**config.mk**
```make
export PLATFORM = sky130hd
export DESIGN_NAME = note_tone_gen_flat
export DESIGN_NICKNAME = d
export VERILOG_FILES = /design/src/rtl/note_tone_if.sv /design/src/rtl/note_tone_gen.sv /design/src/flat_wrapper.sv
export SDC_FILE = /design/constraint.sdc
export NUM_CORES = 1
export LEC_CHECK = 0
export BUFFER_PORTS_ARGS = -buffer_cell sky130_fd_sc_hd__buf_4
export CELL_PAD_IN_SITES_DETAIL_PLACEMENT = 0
export CELL_PAD_IN_SITES_GLOBAL_PLACEMENT = 2
export CORE_ASPECT_RATIO = 0.8
export CORE_MARGIN = 4
export CORE_UTILIZATION = 27
export DETAILED_ROUTE_END_ITERATION = 6
export GPL_TIMING_DRIVEN = 1
export PLACE_DENSITY = 0.62
export SLEW_MARGIN = 15
export SYNTH_ARGS = -nofsm -noshare
export SYNTH_HDL_FRONTEND = slang
export SYNTH_SLANG_ARGS = --single-unit
```
**constraint.sdc**
```tcl
create_clock -name clk -period 4.1 [get_ports clk]
set_input_delay 0.82 -clock clk [delete_from_list [all_inputs] [get_ports clk]]
set_output_delay 0.82 -clock clk [all_outputs]
set_load 0.02 [all_outputs]
```
**src/rtl/note_tone_if.sv**
```systemverilog
// -----------------------------------------------------------------------------
// note_tone_if
// Purpose : groups the frequency handshake, note gate and audio sample signals
//           between a note controller (master) and note_tone_gen (slave).
// Signals :
//   freq_in     [15:0]        frequency in hundredths of Hz, 0 = silence
//   freq_valid                freq_in valid
//   freq_ready                generator can accept a new frequency
//   note_on                   gate: 1 = tone sounding, 0 = muted
//   sample      [SAMPLE_W-1:0] signed square-wave sample (two's complement)
//   tone_active               output currently non-silent
// Handshake : a frequency transfers on a rising clk edge where freq_valid and
//             freq_ready are both 1. freq_valid while freq_ready is 0 is
//             dropped, not held. The master may change freq_in after transfer.
// -----------------------------------------------------------------------------
interface note_tone_if #(
   parameter int SAMPLE_W = 24
) ();
   logic [15:0]                freq_in;
   logic                       freq_valid;
   logic                       freq_ready;
   logic                       note_on;
   logic signed [SAMPLE_W-1:0] sample;
   logic                       tone_active;

   modport master (
      output freq_in, freq_valid, note_on,
      input  freq_ready, sample, tone_active
   );

   modport slave (
      input  freq_in, freq_valid, note_on,
      output freq_ready, sample, tone_active
   );
endinterface

```
**src/rtl/note_tone_gen.sv**
```systemverilog
// -----------------------------------------------------------------------------
// note_tone_gen
// Purpose : turns a 16-bit frequency (hundredths of Hz) into a signed square
//           wave. half_period = floor(CLK_FREQ*50 / freq) is found by a 32-step
//           restoring divider; a period counter toggles the output level every
//           half_period clocks.
// Ports   :
//   clk                clock, rising edge
//   resetn             synchronous reset, active low
//   tone_if            note_tone_if.slave (frequency handshake, gate, sample)
//   o_dbg_state [1:0]  FSM state (0 IDLE, 1 DIV, 2 LOAD)
//   o_dbg_half_period  currently active half-period in clocks
// Config  : define TONE_ENVELOPE_EN for a linear attack/release envelope;
//           without it the gate is instantaneous and ENV_* are unused.
// -----------------------------------------------------------------------------
module note_tone_gen #(
   parameter int                   CLK_FREQ  = 50_000_000,
   parameter int                   SAMPLE_W  = 24,
   parameter logic [SAMPLE_W-1:0]  AMPLITUDE = 24'h200000,
   parameter logic [SAMPLE_W-1:0]  ENV_STEP  = 24'h000100,
   parameter int                   ENV_DIV   = 1000
) (
   input  logic        clk,
   input  logic        resetn,
   note_tone_if.slave  tone_if,
   output logic [1:0]  o_dbg_state,
   output logic [31:0] o_dbg_half_period
);

   typedef enum logic [1:0] {S_IDLE = 2'd0, S_DIV = 2'd1, S_LOAD = 2'd2} state_t;

   // CLK_FREQ*50 overflows a 32-bit int, so form it in 64 bits first
   localparam logic [63:0] NUMER_W = 64'(CLK_FREQ) * 64'd50;
   localparam logic [31:0] NUMER   = NUMER_W[31:0];

   state_t              r_state, w_state_nxt;
   logic [4:0]          r_bit_cnt;
   logic [15:0]         r_div;
   logic [32:0]         r_rem;
   logic [31:0]         r_quo;
   logic [31:0]         r_hp, w_hp_nxt;
   logic [31:0]         r_cnt, w_cnt_nxt;
   logic                r_level, w_level_nxt;
   logic [SAMPLE_W-1:0] r_sample;
   logic                r_active;

   logic                w_accept, w_start;
   logic [32:0]         w_shift, w_sub;
   logic                w_ge;
   logic [SAMPLE_W-1:0] w_mag;
   logic                w_gate;

   assign w_accept = tone_if.freq_valid && (r_state == S_IDLE);
   assign w_start  = w_accept && (tone_if.freq_in != 16'd0);

   // ---------------- FSM ----------------
   always_ff @(posedge clk) begin
      if (!resetn) r_state <= S_IDLE;
      else         r_state <= w_state_nxt;
   end

   always_comb begin
      w_state_nxt = r_state;
      case (r_state)
         S_IDLE:  if (w_start) w_state_nxt = S_DIV;
         S_DIV:   if (r_bit_cnt == 5'd31) w_state_nxt = S_LOAD;
         S_LOAD:  w_state_nxt = S_IDLE;
         default: w_state_nxt = S_IDLE;
      endcase
   end

   // ---------------- restoring divider ----------------
   // r_quo starts as the numerator; each step shifts its MSB into the partial
   // remainder and shifts the new quotient bit in at the LSB.
   assign w_shift = {r_rem[31:0], r_quo[31]};
   assign w_ge    = (w_shift >= {17'd0, r_div});
   assign w_sub   = w_shift - {17'd0, r_div};

   always_ff @(posedge clk) begin
      if (!resetn) begin
         r_bit_cnt <= '0;
         r_div     <= '0;
         r_rem     <= '0;
         r_quo     <= '0;
      end else if (r_state == S_IDLE) begin
         if (w_start) begin
            r_div     <= tone_if.freq_in;
            r_rem     <= '0;
            r_quo     <= NUMER;
            r_bit_cnt <= '0;
         end
      end else if (r_state == S_DIV) begin
         r_rem     <= w_ge ? w_sub : w_shift;
         r_quo     <= {r_quo[30:0], w_ge};
         r_bit_cnt <= r_bit_cnt + 5'd1;
      end
   end

   // ---------------- period counter ----------------
   always_comb begin
      w_hp_nxt    = r_hp;
      w_cnt_nxt   = r_cnt;
      w_level_nxt = r_level;
      if (r_state == S_LOAD) begin
         // new pitch starts a fresh half-period, keeping the current polarity
         w_hp_nxt  = r_quo;
         w_cnt_nxt = '0;
      end else if (w_accept && !w_start) begin
         w_hp_nxt  = '0;
         w_cnt_nxt = '0;
      end else if (r_hp != 32'd0) begin
         if (r_cnt == r_hp - 32'd1) begin
            w_cnt_nxt   = '0;
            w_level_nxt = ~r_level;
         end else begin
            w_cnt_nxt = r_cnt + 32'd1;
         end
      end
   end

   always_ff @(posedge clk) begin
      if (!resetn) begin
         r_hp    <= '0;
         r_cnt   <= '0;
         r_level <= 1'b1;
      end else begin
         r_hp    <= w_hp_nxt;
         r_cnt   <= w_cnt_nxt;
         r_level <= w_level_nxt;
      end
   end

   // ---------------- amplitude / gate ----------------
`ifdef TONE_ENVELOPE_EN
   localparam logic [31:0] ENV_LAST = 32'(ENV_DIV - 1);

   logic [31:0]         r_presc;
   logic [SAMPLE_W-1:0] r_env, w_env_nxt;

   always_comb begin
      w_env_nxt = r_env;
      if (r_presc == ENV_LAST) begin
         if (tone_if.note_on)
            w_env_nxt = (r_env >= AMPLITUDE - ENV_STEP) ? AMPLITUDE : r_env + ENV_STEP;
         else
            w_env_nxt = (r_env <= ENV_STEP) ? '0 : r_env - ENV_STEP;
      end
   end

   always_ff @(posedge clk) begin
      if (!resetn) begin
         r_presc <= '0;
         r_env   <= '0;
      end else begin
         r_presc <= (r_presc == ENV_LAST) ? 32'd0 : r_presc + 32'd1;
         r_env   <= w_env_nxt;
      end
   end

   // the envelope itself does the gating; a zero envelope is silence
   assign w_mag  = w_env_nxt;
   assign w_gate = 1'b1;

   logic w_unused_rem;
   assign w_unused_rem = r_rem[32];
`else
   assign w_mag  = AMPLITUDE;
   assign w_gate = tone_if.note_on;

   // remainder bit 32 never sets (remainder < divisor < 2^16); ENV_* unused here
   logic w_unused_env;
   assign w_unused_env = ^{r_rem[32], ENV_STEP, ENV_DIV};
`endif

   // sample is built from next-state values so it lines up with the
   // half_period/level change on the same edge
   always_ff @(posedge clk) begin
      if (!resetn) begin
         r_sample <= '0;
         r_active <= 1'b0;
      end else begin
         r_sample <= (w_gate && w_hp_nxt != 32'd0) ? (w_level_nxt ? w_mag : -w_mag) : '0;
         r_active <= w_gate && (w_mag != '0) && (w_hp_nxt != 32'd0);
      end
   end

   assign tone_if.freq_ready  = (r_state == S_IDLE);
   assign tone_if.sample      = r_sample;
   assign tone_if.tone_active = r_active;
   assign o_dbg_state         = r_state;
   assign o_dbg_half_period   = r_hp;

endmodule

```
**src/flat_wrapper.sv**
```systemverilog
// flat-port wrapper written by rule: the top's interface ports become plain ports
module note_tone_gen_flat 
#(
   parameter int                   CLK_FREQ  = 50_000_000,
   parameter int                   SAMPLE_W  = 24,
   parameter logic [SAMPLE_W-1:0]  AMPLITUDE = 24'h200000,
   parameter logic [SAMPLE_W-1:0]  ENV_STEP  = 24'h000100,
   parameter int                   ENV_DIV   = 1000
)
  (clk, resetn, o_dbg_state, o_dbg_half_period, tone_if_freq_in, tone_if_freq_valid, tone_if_note_on, tone_if_freq_ready, tone_if_sample, tone_if_tone_active);
  note_tone_if #(.SAMPLE_W(SAMPLE_W)) tone_if_i ();
  input  logic clk;
  input  logic resetn;
  output logic [1:0] o_dbg_state;
  output logic [31:0] o_dbg_half_period;
  input wire logic [$bits(tone_if_i.freq_in)-1:0] tone_if_freq_in;
  input wire logic [$bits(tone_if_i.freq_valid)-1:0] tone_if_freq_valid;
  input wire logic [$bits(tone_if_i.note_on)-1:0] tone_if_note_on;
  output wire logic [$bits(tone_if_i.freq_ready)-1:0] tone_if_freq_ready;
  output wire logic [$bits(tone_if_i.sample)-1:0] tone_if_sample;
  output wire logic [$bits(tone_if_i.tone_active)-1:0] tone_if_tone_active;
  assign tone_if_i.freq_in = tone_if_freq_in;
  assign tone_if_i.freq_valid = tone_if_freq_valid;
  assign tone_if_i.note_on = tone_if_note_on;
  assign tone_if_freq_ready = tone_if_i.freq_ready;
  assign tone_if_sample = tone_if_i.sample;
  assign tone_if_tone_active = tone_if_i.tone_active;
  note_tone_gen #(.CLK_FREQ(CLK_FREQ), .SAMPLE_W(SAMPLE_W), .AMPLITUDE(AMPLITUDE), .ENV_STEP(ENV_STEP), .ENV_DIV(ENV_DIV)) u_core (.clk(clk), .resetn(resetn), .tone_if(tone_if_i), .o_dbg_state(o_dbg_state), .o_dbg_half_period(o_dbg_half_period));
endmodule
```
; Word level (Yosys, flattened, before mapping)
; Cells that the tools add are included.
[classes]
n_mux = 21
order_cmp = 1
n_reduce_logical = 15
n_eq_ne = 6
add_sub_neg = 4
bitwise_logic = 2
[ops]
columns = operator, n
row1 = $mux W32, 10
row2 = $reduce_bool A32 Y1, 2
row3 = $ge A33 B16 Y1, 1
row4 = $add A32 B1 Y32 const B, 1
row5 = $eq A32 B32 Y1, 1
row6 = $sub A32 B1 Y32 const B, 1
row7 = $sub A32 B16 Y32, 1
row8 = $mux W24, 1
row9 = $reduce_bool A16 Y1, 1
row10 = $mux W5, 3
row11 = $reduce_and A2 Y1, 4
row12 = $add A5 B1 Y5 const B, 1
row13 = $eq A5 B5 Y1 const B, 1
row14 = $logic_and A1 B1 Y1, 4
row15 = $mux W1, 4
row16 = $mux W2, 2
row17 = $ne A2 B1 Y1 const B, 2
row18 = $pmux W2 S2, 1
row19 = $reduce_or A3 Y1, 1
row20 = $eq A2 B1 Y1 const B, 1
row21 = $eq A2 B2 Y1 const B, 1
row22 = $logic_not A2 Y1, 1
row23 = $not A1 Y1, 2
row24 = $reduce_bool A2 Y1, 1
row25 = $logic_not A1 Y1, 1
[word_totals]
elab_cells = 59
input_bits = 20
reg_bits = 177

; Logic depth before layout (Yosys ltp)
; Gate-level depths: netlist of the first run.
[logic_depth]
word_depth = 10
depth_mapped = 13
mapped_depth_nobuf = 11

; Least setup slack after synthesis of the first run
; No wires, ideal clock.
[synth_timing]
kind = register to register
start = register u_core.r_hp[0], in the netlist u_core.o_dbg_half_period[0]
end = register (tool-made name)
setup_time_ps = 127
t_arrival_ps = 3174
path_slack_ps = 799
path_buffers = 0
stages_incl_launch_ff = 11
path_cell_list = dfxtp_1 > inv_1 > ha_1 > nor4b_1 > nand2_1 > nor4_1 > mux2_2 > a21o_1 > or4_4 > o31a_1 > or3b_1
[synth_rtl]
columns = element, line
row1 = "start, declared", note_tone_gen.sv:41  ; logic [31:0] r_hp, w_hp_nxt;
row2 = "start signal, assigned", note_tone_gen.sv:127  ; r_hp <= w_hp_nxt;

; Worst setup path in the final report of the first run
[layout_timing]
start = register u_core.r_hp[20], in the netlist u_core.o_dbg_half_period[20]
end = register u_core.r_cnt[2]
[layout_between]
elab_chain_cells = 3
elab_cells_between_ends = 4
cone_classes = add/sub: 1 / eq/ne: 1 / mux: 1 / reduce/logical: 1
[layout_rtl]
columns = element, line
row1 = $sub A32 B1 Y32, note_tone_gen.sv:112  ; if (r_cnt == r_hp - 32'd1) begin
row2 = $eq A32 B32 Y1, note_tone_gen.sv:112
row3 = $mux W32, note_tone_gen.sv:112
row4 = "end signal, assigned", note_tone_gen.sv:128  ; r_cnt <= w_cnt_nxt;
row5 = "end, declared", note_tone_gen.sv:42  ; logic [31:0] r_cnt, w_cnt_nxt;
; Several ways; a longest one is shown, not always the timed one.
; A chain may end at the register's enable or synchronous reset.

==> results.toml, run 1 <==
[critical_path]
arrival_ns = 4.11
critical_path_class = "reg2reg"
cp_top_family = "simple AND/OR/NAND/NOR gates"
crit_slowest_cell = "nor4_1"
worst-path-buf-inv = 1
critPathLaunchType = "register"
crit_path_cell_trace = "nor4_1 -> nand4_1 -> or2_0 -> o41ai_1 -> o2111ai_1 -> or4_4 -> o211ai_2 -> buf_4 -> nor2_1"
cp_max_fo = 32
slowest_delay_ns = 0.81
cp-end-kind = "register"
crit_required_ns = 4.40

[final_layout]
area_growth_pct = 16.5
mostFrequentLayoutCell = "dfxtp_1"
drive_above_1_share_pct = 11.1
num-nets-final = 1130
layout_common_cells = "dfxtp_1, nand2_1, nor2_1"
fin_util_pct = 32.2
num_antenna_cells = 0

[drt]
drt-met1-wl_um = 13800
routed_wl_um = 25200
met3_length_um = 994
drtIter0Drc = 447
firstDrtPassIters = 5
ant_nets = 0
vias_per_cell = 4.77
drc = 0
vias = 7222
top_layer_used = "met4"
wl_met2_um = 10100
wire_per_inst_um = 16.6

[timing]
max_freq_mhz = 263
clock-skew-final_ns = 0.0118
period_share_pct = 92.8
setup_viol_count_final = 0
min_period_ns = 3.81
worstMarginPinSlew_ns = 0.898
drv_slew = 0
finalHoldViolCount = 0
relSlewSlack_pct = 39.6
rsz0062_at_grt = "no"
tns_ns = 0

[yosys]
synthesis.area_sq_um = 8450
ys_warn_count = 0
synthDominantCellAreaShare_pct = 36.7
synth.avg_cell_area_sq_um = 8.03
ys_ff_latch = 155
ys_seq_area_share_pct = 36.7
ys_async_sr_fraction_pct = 0
ys.flop_type = "dfxtp_1"
ys_types = 65
synthTopCellsByArea = "dfxtp_1, xnor2_1, nand2_1"
synth_edf_count = 0
synth_cells = 1052
yosys.area.top_type = "dfxtp_1"

[cts]
cts.clk_slew.worst_paths_ns = 0.07
h-tree-depth = 4
clock_path_buffers = 2
post_cts_buffers = 0
cts_tree = "yes"
insertion_delay_ns = 0.44
numClockSinks = 155
cts_resized = 0
cts_root_buf = "clkbuf_16"
holdBufCountCts = 0
cts_buffers = 17

[placed_design]
place_congestion = 0.801
hpwl_um = 18200
port-buffer-count = 58

[global_route]
grt_pass1_wl_um = 40600
grt_remaining_overflow = 0
grt_max_degree = 55
antenna_found_initial = 0
grt_pass1_vias = 6938
grtUsageTotal_pct = 14.9

[outcome]
outcome = "complete, no violations"

[floorplanning]
io-pin-count = 80
die_w_um = 206
row_count = 57
die_y_um = 166
core_sq_um = 30600
initial_core_util_pct = 27.6
die_area_sq_um = 34200

[pwr]
ir_drop_v = 0.000553
power-per-cell-area_nw_per_um2 = 675
p_leak_nw = 3.73

[min_path]
hold_path_class = "reg2reg"

[job]
drv_cap = 0
[area by class of cell]
| type | count | area [sq um] |
|---|---|---|
| inverters | 32 | 120 |
| repair buffers | 75 | 576 |
| flip-flops and latches | 155 | 3100 |
| clock inverters | 13 | 141 |
| clock buffers | 19 | 453 |
| fillers | 3283 | 20700 |
| multi-input cells | 808 | 4940 |
| well taps | 413 | 517 |
[stage by stage]
stage	power, mW	cell area (sq um)	hold WS (ns)	std cells	setup slack, ns
detailed placement	5.10	9250	0.447	1483	0.412
global route	7.24	9850	0.479	1515	0.124
floorplan	4.33	8530	0.426	1072	0.799
CTS	6.76	9850	0.463	1515	0.399
global placement	5.14	9250	0.438	1483	0.444
finish	6.65	9850	0.458	1515	0.294
[cells in the mapped netlist (all sizes together) (13+ instances only)]
cell type	instances
buf	33
dfxtp	155
ha	20
nor2b	40
nand3	40
a21boi	38
clkbuf	44
nor4	26
nand2	126
a21oi	35
a22oi	32
and3	13
xnor2	61
xor2	38
nand4	22
inv	32
nor2	97
nor3	30
o21ai	58
[worst reg2reg max path, cell delays in order, from the launching register on]
cell and delay, ns:
dfxtp_1 0.39, nor4_1 0.81, nand4_1 0.38, or2_0 0.32, o41ai_1 0.44, o2111ai_1 0.18
or4_4 0.53, o211ai_2 0.16, buf_4 0.36, nor2_1 0.11
[final timing paths]
| path | from | end | slack, ns | cells past startpoint |
|---|---|---|---|---|
| setup reg to reg | u_core.o_dbg_half_period[20] | u_core.r_cnt[2] | 0.29 | 9 |
| setup / recovery | u_core.o_dbg_half_period[20] | u_core.r_cnt[2] | 0.29 | 9 |
| hold / removal | u_core.r_rem[31] | u_core.r_rem[31] | 0.46 | 2 |
| hold reg to reg | u_core.r_rem[31] | u_core.r_rem[31] | 0.46 | 2 |
[where the power goes]
group	internal (mW)	switching (mW)	leakage [nW]
clock	0.932	0.689	0.286
combinational	1.40	1.79	2.19
sequential	1.67	0.160	1.26
total	4.00	2.64	3.73
[cell families (layout without fill, tap and decap cells)]
group           after synthesis  count (layout)  synth area share (%)
xor+xnor                     99              99                  10.3
other cells                   1              21                0.0444
fa+ha+maj                    21              21                  3.20
flops                       155             155                  36.7
simple gates                451             451                  26.8
buf+inv                     109             139                  5.92
mux                           8               8                 0.977
compound gates              208             208                  16.1
[registers in the layout, indices dropped and copies added, names as in the netlist, named ones only]
| register | count |
|---|---|
| u_core.o_dbg_half_period | 32 |
| u_core.r_rem | 32 |
| u_core.r_cnt | 32 |
| u_core.r_quo | 32 |
| u_core.tone_if.tone_active | 1 |
| u_core.o_dbg_state | 2 |
| u_core.tone_if.sample | 2 |
| u_core.r_div | 16 |
| u_core.r_bit_cnt | 5 |
[layer usage]
| metal | vias up | track usage, % |
|---|---|---|
| met3 | 17 | 3.48 |
| li1 | 3713 | - |
| met5 | - | 0 |
| met4 | 0 | 3.09 |
| met2 | 109 | 20.1 |
| met1 | 3383 | 23.6 |
No activity file was read; power rests on OpenSTA's default activity.
==> run 2, diff against run 1 <==
--- a/config.mk
+++ b/config.mk
@@ -8,7 +8,7 @@
 export BUFFER_PORTS_ARGS = -buffer_cell sky130_fd_sc_hd__buf_4
 export CELL_PAD_IN_SITES_DETAIL_PLACEMENT = 0
 export CELL_PAD_IN_SITES_GLOBAL_PLACEMENT = 2
-export CORE_ASPECT_RATIO = 0.8
+export CORE_ASPECT_RATIO = 0.75
 export CORE_MARGIN = 4
 export CORE_UTILIZATION = 27
 export DETAILED_ROUTE_END_ITERATION = 6
==> run 2 against run 1 <==
Against the previous run: combinational power hardly changed; global-route usage hardly changed; sequential share of layout area is 0.12 points lower; total power is 2.0% higher; sequential cell count stayed put; worst setup slack better by 0.12 ns; register-to-register slack better by 0.12 ns; critical path depth is 1 lower; design area is 0.38% higher; fmax is 3.4% higher; critical path type unchanged.
==> results.toml, run 2 (same netlist as run 1, synthesis figures left out) <==
[outcome]
outcome = "complete, no violations"

[job]
drv_cap = 0

[timing]
relSlewSlack_pct = 52.2
hold_ws_ns = 0.458
tns_ns = 0
period_share_pct = 89.8
setup_viol_count_final = 0
rsz0062_at_grt = "no"
worstMarginPinSlew_ns = 0.711
clock-skew-final_ns = 0.00843
finalHoldViolCount = 0
max_freq_mhz = 272
min_period_ns = 3.68
drv_slew = 0

[final_layout]
fin_util_pct = 32.4
design_area_sq_um = 9880
n_fill_cell = 3269
layout_common_cells = "dfxtp_1, nand2_1, nor2_1"
num-nets-final = 1133
mostFrequentLayoutCell = "dfxtp_1"
num_antenna_cells = 0
area_growth_pct = 16.9
drive_above_1_share_pct = 11.0

[floorplanning]
initial_core_util_pct = 27.7
core_sq_um = 30500
die_w_um = 212
die_area_sq_um = 34200
row_count = 55
die_y_um = 161
io-pin-count = 80

[cts]
insertion_delay_ns = 0.43
numClockSinks = 155
holdBufCountCts = 0
cts_buffers = 17
cts_tree = "yes"
cts.clk_slew.worst_paths_ns = 0.06
h-tree-depth = 4
clock_path_buffers = 2
cts_root_buf = "clkbuf_16"
cts_resized = 0
post_cts_buffers = 0

[critical_path]
worst-path-buf-inv = 0
crit_path_cell_trace = "nor4_1 -> nand4_1 -> or2_0 -> o41ai_1 -> o2111ai_1 -> or4_4 -> o31a_1 -> or3b_1"
critPathLaunchType = "register"
slowest_delay_ns = 0.67
cp-end-kind = "register"
crit_slowest_cell = "nor4_1"
cp_top_family = "simple AND/OR/NAND/NOR gates"
critical_path_class = "reg2reg"
crit_required_ns = 4.41
arrival_ns = 3.99
r2r_slack_ns = 0.42
cp_max_fo = 8

[pwr]
p_int_mw = 4.16
p_seq_share_pct = 27.0
ir_drop_v = 0.000673
power-per-cell-area_nw_per_um2 = 686
switchingPower_mw = 2.62
p_total_mw = 6.78
p_clk_share_pct = 25.9
switching_share_pct = 38.6
power_frac_comb_pct = 47.1
p_leak_nw = 3.78

[drt]
routed_wl_um = 25400
vias_per_cell = 4.80
drc = 0
ant_nets = 0
firstDrtPassIters = 6
wire_per_inst_um = 16.9
vias = 7204
drtIter0Drc = 339

[placed_design]
hpwl_um = 18400
port-buffer-count = 58
place_area_sq_um = 9240
place_congestion = 0.801

[global_route]
antenna_found_initial = 0
grt_pass1_wl_um = 40500
met1_usage_pct = 24.2
grt_remaining_overflow = 0
grt.met2_usage_pct = 19.7
grt_pass1_vias = 6829
grt_max_degree = 53
grtUsageTotal_pct = 14.9
grt_busiest_layer = "met1"
use_met3_pct = 3.03

[min_path]
hold_path_class = "reg2reg"
## run 2: worst reg2reg max path, delay by kind of cell, from the launching register on
kind | cells | cell delay [ns]
flops | 1 | 0.38
simple gates | 5 | 2.26
compound gates | 3 | 0.92
## run 2: metal layers
metal  up-vias  share of wire (%)
li1       3708                  -
met1      3369                 57
met2       109                 39
met3        18                3.5
met4         0               0.85
met5         -                  0
## run 2: cell type report
| type | instances | area, sq um | area share (%) |
|---|---|---|---|
| tap | 399 | 499 | 5.05 |
| clock buffer | 22 | 474 | 4.80 |
| timing repair buffer | 78 | 586 | 5.92 |
| clock inverter | 8 | 165 | 1.67 |
| sequential | 155 | 3100 | 31.4 |
| inverter | 32 | 120 | 1.22 |
| multi-input combinational | 808 | 4940 | 49.9 |
## run 2: power groups by stage
| stage | sequential, mW | clock, mW | combinational (mW) |
|---|---|---|---|
| 2_1_floorplan | 1.81 | 0 | 2.52 |
| 3_3_place_gp | 1.87 | 0 | 3.24 |
| 3_5_place_dp | 1.86 | 0 | 3.22 |
| 4_1_cts | 1.83 | 1.81 | 3.24 |
| 5_1_grt | 1.85 | 1.87 | 3.67 |
| 6_report | 1.83 | 1.76 | 3.20 |
## run 2: worst paths after layout
path                      endpoint  depth (start not counted)                          from
setup / recovery          register                          8  u_core.o_dbg_half_period[20]
hold / removal    u_core.r_rem[31]                          2              u_core.r_rem[31]
setup reg to reg          register                          8  u_core.o_dbg_half_period[20]
hold reg to reg   u_core.r_rem[31]                          2              u_core.r_rem[31]
## run 2: stage by stage
step	worst slack [ns]	cells
after detailed placement	0.538	1472
after CTS	0.463	1502
after floorplan	0.799	1072
final	0.419	1502
after global routing	0.145	1502
after global placement	0.557	1472
